## src/rtl/fifo_read_streamer.sv

```systemverilog
// Read-domain drain engine: pops the dual-clock FIFO into a 2-entry skid buffer and
// presents a registered valid/ready stream framed into fixed-length bursts.
module fifo_read_streamer #(
  parameter int data_size    = 8,
  parameter int burst_length = 16,
  parameter int count_size   = 16
) (
  input  logic                  read_clk,
  input  logic                  rreset,
  input  logic                  read_enable,
  input  logic                  read_empty,
  input  logic [data_size-1:0]  read_data,
  output logic                  read_incr,
  output logic                  out_valid,
  input  logic                  out_ready,
  output logic [data_size-1:0]  out_data,
  output logic                  out_last,
  output logic [count_size-1:0] words_read
);

  localparam int BEAT_W = (burst_length > 1) ? $clog2(burst_length) : 1;
  localparam logic [BEAT_W-1:0] LAST_BEAT = BEAT_W'(burst_length - 1);

  logic [1:0]            buf_count_p0;
  logic [data_size-1:0]  head_p0;
  logic [data_size-1:0]  tail_p0;
  logic [BEAT_W-1:0]     beat_p0;
  logic [count_size-1:0] words_p0;
  logic                  push;
  logic                  pop;

  function automatic logic [count_size-1:0] sat_inc(input logic [count_size-1:0] value);
    return (value == {count_size{1'b1}}) ? value : value + 1'b1;
  endfunction

  function automatic logic [BEAT_W-1:0] beat_next(input logic [BEAT_W-1:0] value);
    return (value == LAST_BEAT) ? '0 : value + 1'b1;
  endfunction

  // A full buffer refuses the FIFO even when the consumer is ready this cycle, so
  // out_ready never reaches read_incr combinationally. Reset gates popping outright.
  assign push      = read_enable && !read_empty && (buf_count_p0 != 2'd2) && !rreset;
  assign pop       = out_valid && out_ready;
  assign read_incr = push;
  assign out_valid = (buf_count_p0 != 2'd0);
  assign out_data  = head_p0;
  assign out_last  = out_valid && (beat_p0 == LAST_BEAT);
  assign words_read = words_p0;

  // Stage p0: skid buffer; the head register drives the stream directly.
  always_ff @(posedge read_clk or posedge rreset) begin
    if (rreset) begin
      buf_count_p0 <= 2'd0;
      head_p0      <= '0;
      tail_p0      <= '0;
    end else begin
      case ({push, pop})
        2'b10: begin
          if (buf_count_p0 == 2'd0) head_p0 <= read_data;
          else                      tail_p0 <= read_data;
          buf_count_p0 <= buf_count_p0 + 2'd1;
        end
        2'b01: begin
          head_p0      <= tail_p0;
          buf_count_p0 <= buf_count_p0 - 2'd1;
        end
        2'b11: begin
          if (buf_count_p0 == 2'd1) begin
            head_p0 <= read_data;
          end else begin
            head_p0 <= tail_p0;
            tail_p0 <= read_data;
          end
        end
        default: begin
        end
      endcase
    end
  end

  // Burst position only advances on accepted beats, so FIFO gaps never shorten a burst.
  always_ff @(posedge read_clk or posedge rreset) begin
    if (rreset) begin
      beat_p0  <= '0;
      words_p0 <= '0;
    end else begin
      if (pop)  beat_p0  <= beat_next(beat_p0);
      if (push) words_p0 <= sat_inc(words_p0);
    end
  end

endmodule
```

## config.mk

```make
export PLATFORM = sky130hd
export DESIGN_NAME = fifo_read_streamer
export DESIGN_NICKNAME = d
export VERILOG_FILES = /design/src/rtl/fifo_read_streamer.sv
export SDC_FILE = /design/constraint.sdc
export NUM_CORES = 1
export LEC_CHECK = 0
export CAP_MARGIN = 20
export CORE_MARGIN = 1.5
export CORE_UTILIZATION = 55
export CTS_CLUSTER_SIZE = 24
export DETAILED_ROUTE_END_ITERATION = 10
export DONT_BUFFER_PORTS = 1
export PLACE_DENSITY = 0.7
export SLEW_MARGIN = 20
export SYNTH_ARGS = -nofsm -noshare
export SYNTH_HDL_FRONTEND = slang
export SYNTH_SLANG_ARGS = --single-unit
```

## constraint.sdc

```tcl
create_clock -name read_clk -period 5.62 [get_ports read_clk]
set_input_delay 0.843 -clock read_clk [delete_from_list [all_inputs] [get_ports read_clk]]
set_output_delay 0.843 -clock read_clk [all_outputs]
set_load 0.02 [all_outputs]
```

# Yosys cells after proc, flatten, opt, wreduce, memory -nomap -nowiden
# Cells that the tools add are included.
# classes
n_bitwise	1
div_mod_pow	0
reduce_logical	15
shifts	0
mux	8
addsub	4
magnitude_cmp	0
eq_ne	10
n_mul	0
# ops
cell	count
8-bit 2-to-1 mux	4
8-bit one-hot mux with 3 select lines	1
16-bit by 1-bit adder with 16-bit output (second input constant)	1
16-bit equality test (second input constant)	1
8-bit one-hot mux with 2 select lines	1
2-bit != test (second input constant)	4
2-bit nonzero test	3
1-bit logical AND	5
4-bit by 1-bit adder with 4-bit output (second input constant)	1
2-bit by 1-bit equality test with 1-bit output (second input constant)	2
2-bit equality test (second input constant)	2
4-bit equality test (second input constant)	1
4-bit 2-to-1 mux	1
2-bit one-hot mux with 2 select lines	1
2-bit AND reduction	2
3-bit AND reduction	1
3-bit nonzero test	1
2-bit by 1-bit adder with 2-bit output (second input constant)	1
1-bit logical NOT	2
2-bit logical NOT	1
2-bit by 1-bit subtractor with 2-bit output (second input constant)	1
1-bit NOT	1
# totals
memories	0
output_inout_bits	27
wordCells	43
ramBits	0
reg_bits	38
inputBits	13
latch_bits	0
romBits	0

# Depth between registers and ports, before layout
# logic_depth
ltp_word	7
ltp_mapped	10

# Worst setup path before layout
# No wires, ideal clock.
# synth_timing
path_kind	input to register
from	in read_empty
to	reg tail_p0[0]
setup_time_ns	0.125
path_buffers	2
stages	7
slack_ns	2.818
arrival_ns	2.678
cell_sequence	or4b_4 buf_6 inv_1 ha_1 o211a_1 clkbuf_1 mux2_2
# synth_between
elab_chain_len	7
word_cells_on_any_way	11
cone_classes	4 x eq/ne; 1 x mux; 6 x reduce/logical
# synth_rtl
element	line	text
from (decl)	11	input logic read_empty,
1-bit logical NOT *	42	assign push = read_enable && !read_empty && (buf_count_p0 != 2'd2) && !rreset;
1-bit logical AND * (3 in series)	42	
named net read_incr	13	output logic read_incr,
2-bit equality test	57	case ({push, pop})
2-bit != test (no source line) or 2-bit nonzero test (tied branches)	-	
3-bit AND reduction (no source line)	-	
to (signal assigned)	60	else tail_p0 <= read_data;
to (signal assigned)	72	tail_p0 <= read_data;
to (decl)	26	logic [data_size-1:0] tail_p0;
# The timed path passes the listed nets; every way through them passes the cells marked *.
# A chain may end at the register's enable or synchronous reset.

# Final worst setup path
# layout_timing
from	reg buf_count_p0[0]
to	out read_incr
# layout_between
elab_chain_len	3
# layout_rtl
element	line	text
from (decl)	24	logic [1:0] buf_count_p0;
from (signal assigned)	61	buf_count_p0 <= buf_count_p0 + 2'd1;
from (signal assigned)	65	buf_count_p0 <= buf_count_p0 - 2'd1;
2-bit != test	42	
1-bit logical AND (2 in series)	42	
to (decl)	13	
# No other way between the ends.

==> summary.md <==
| Metric | Value |
|---|---|
| Status | `complete, no violations` |
| Layout area overhead | `5.80%` |
| Drt via density | `5.75` |
| Maximum vdd drop | `0.256 mV` |
| Post-DR wirelength/cell | `15.8 um` |
| Width of the die | `61.4 um` |
| Critical path class | `reg2out` |
| CTS tree | `yes` |
| Vias in the first global route | `1,181` |
| Clk_lat worst skew | `0.34 ns` |
| Drt drc | `0` |
| Vias | `1,224` |
| Worst-path clk slew | `0.11 ns` |
| Post-Synthesis Cells | `163` |
| Count of cell types in the netlist | `31` |
| Syn_nets | `184` |
| Total chip power | `903 uW` |
| CTS-repair resized insts | `0` |
| Main synth FF type | `dfrtp_1` |
| Area of the core | `0.00331 sq mm` |
| Fillers | `287` |
| Final worst-path cycle share | `48.1%` |
| Post-CTS Setup Inserts | `0` |
| Gr ovfl total | `0` |
| RePlAce Congestion | `0.779` |
| Top cells by area, synth | `dfrtp_1 51%, mux2_2 6.0%, ha_1 5.3%` |
| Max cap viols | `0` |
| Skew final | `0.00720 ns` |
| Async SR Flop Fraction | `100%` |
| Maximum fanout along the worst path | `10` |
| Pleak | `0.000895 uW` |
| Detailed Route WL | `3360 um` |
| Post-synth EDFFs | `0` |
| Final ANT Viol Nets | `0` |
| Largest net degree at the start of global routing | `39` |
| CP arrival | `1.86 ns` |
| Setup TNS Final | `0 ns` |
| Syn. warnings | `0` |
| Share of layout cells above drive strength 1 | `15.6%` |
| Starting Density | `56.7%` |
| Post-Syn Area per Cell | `11.5 sq um` |
| Max Clock Freq | `0.370 GHz` |
| Final WS setup | `2.91 ns` |
| Die area | `0.00377 sq mm` |
| Initial DRT Pass Iterations | `4` |
| Number of clock sinks | `38` |
| Mapped cell area | `0.00188 sq mm` |
| Slew @ Worst Pin | `1.04 ns` |
| Seq cells post-synth | `38` |
| Total Routing Usage GR | `19.8%` |
| Synth top area share | `50.7%` |
| ANT cells | `0` |
| FP Rows | `21` |
| DP Wirelength | `2450 um` |
| Global-route wire length before repair | `5360 um` |
| PwrDens | `455 mW/mm^2` |
| Min cycle time layout | `2.71 ns` |
| Max clock buf depth | `2` |
| FF-to-FF setup slack | `3.03 ns` |
| Iter 0 DRT Violations | `122` |
| Multi-input logic area | `862 sq um` |
| Final hold vios | `0` |
| Rel. slew slack | `30.6%` |
| Endpoints failing setup | `0` |
| CTS hold repair buffers | `0` |
| Sequential fraction of the synthesis area | `50.7%` |
| Num CTS Buffers | `5` |
| Ports | `40` |
| Required time of the critical path | `4.78 ns` |
| IO buf count | `0` |
| Critical path launch point type | `flip-flop` |
| RSZ-0062 raised after global routing | `no` |
| Dpl ws | `2.80 ns` |
| Area leader, netlist | `dfrtp_1` |
| CTS root buf | `clkbuf_4` |
| Max-slew violation count | `0` |
| Die height | `61.4 um` |
| Worst setup EP type | `output port` |
| Register area | `951 sq um` |
| H-Tree Depth | `2` |
| Initial antenna violation count | `0` |
| Hold Crit Class | `in2async` |
| Final #Nets | `187` |
## flip-flops by register name (all words and copies together) (netlist names)
| register | count |
|---|---|
| words_read | 16 |
| buf_count_p0 | 2 |
| beat_p0 | 4 |
| tail_p0 | 8 |
| out_data | 8 |
## cells by family (layout without fill, tap and decap cells)
group	after synthesis	in the layout	synth area share (%)
flip-flops	38	38	50.7
AO/OA/AOI/OAI	24	24	8.13
multiplexers	10	10	6.00
AND/OR/NAND/NOR	52	52	18.1
XOR/XNOR	18	18	8.40
adder cells (fa/ha/maj)	8	8	5.33
buffers and inverters	13	17	3.40
## per-layer routing
layer | GRT usage, % | share of wire [%]
met1 | 23.5 | 41
met2 | 31.6 | 50
met3 | 9.03 | 7.5
met4 | 7.29 | 0.92
met5 | 0 | 0
## stage by stage
stage          hold slack, ns  util, %  cell area [sq um]  instances
6_report                0.484     60.0               1990        213
5_1_grt                 0.511     60.0               1990        213
3_5_place_dp            0.496     57.6               1910        205
4_1_cts                 0.489     60.0               1990        213
2_1_floorplan           0.459        -               1880        163
3_3_place_gp            0.481     57.6               1910        205
## placed cells by master (no fill, tap or decap), types with 2 or more instances in the layout
master	count
nor2_1	3
o21a_1	2
clkbuf_4	5
nor4_4	2
nand4_1	6
nor3_2	2
nor3_1	5
mux2_2	10
nand2_1	17
and4_1	3
dfrtp_1	38
clkinv_2	2
inv_1	8
o21ai_0	11
xnor2_1	8
or4b_4	2
ha_1	8
a22oi_1	8
xor2_1	10
nor2b_1	2
nand3_1	3
## power by group
| group | switching (uW) | internal, uW | leakage, uW |
|---|---|---|---|
| combinational | 121 | 107 | 0.000368 |
| sequential | 128 | 367 | 0.000483 |
| clock | 87.9 | 92.1 | 0.0000450 |
## layout make-up
class / count / share of cell area [%]
clock inverters: 3 / 2.02
multi-input cells: 112 / 43.4
inverters: 8 / 1.51
repair buffers: 1 / 0.378
clock buffers: 5 / 1.89
flip-flops and latches: 38 / 47.9
well taps: 46 / 2.90
## critical path, cell delays in order, from the launching register on
cell and delay, ns:
dfrtp_1 0.40, inv_1 0.08, ha_1 0.20, or4b_4 0.59, inv_1 0.27
## synthesized netlist by cell type (2+ instances only)
cell      count
a22oi_1       8
and4_1        3
buf_6         2
clkbuf_1      3
dfrtp_1      38
ha_1          8
inv_1         8
mux2_2       10
nand2_1      17
nand3_1       3
nand4_1       6
nor2_1        3
nor2b_1       2
nor3_1        5
nor3_2        2
nor4_4        2
o21a_1        2
o21ai_0      11
or4b_4        2
xnor2_1       8
xor2_1       10
## worst paths after layout
path                                              from                         to  cells after the start
max reg2reg                buf_count_p0[0]$_DFFE_PP0P_     tail_p0[0]$_DFFE_PP0P_                      7
min                                             rreset  words_read[1]$_DFFE_PP0P_                      2
max in group asynchronous                       rreset  words_read[4]$_DFFE_PP0P_                      2
max                        buf_count_p0[0]$_DFFE_PP0P_                  read_incr                      4
min in group read_clk           beat_p0[2]$_DFFE_PP0P_     beat_p0[2]$_DFFE_PP0P_                      1
min reg2reg                     beat_p0[2]$_DFFE_PP0P_     beat_p0[2]$_DFFE_PP0P_                      1
(Power assumes the default switching activity.)
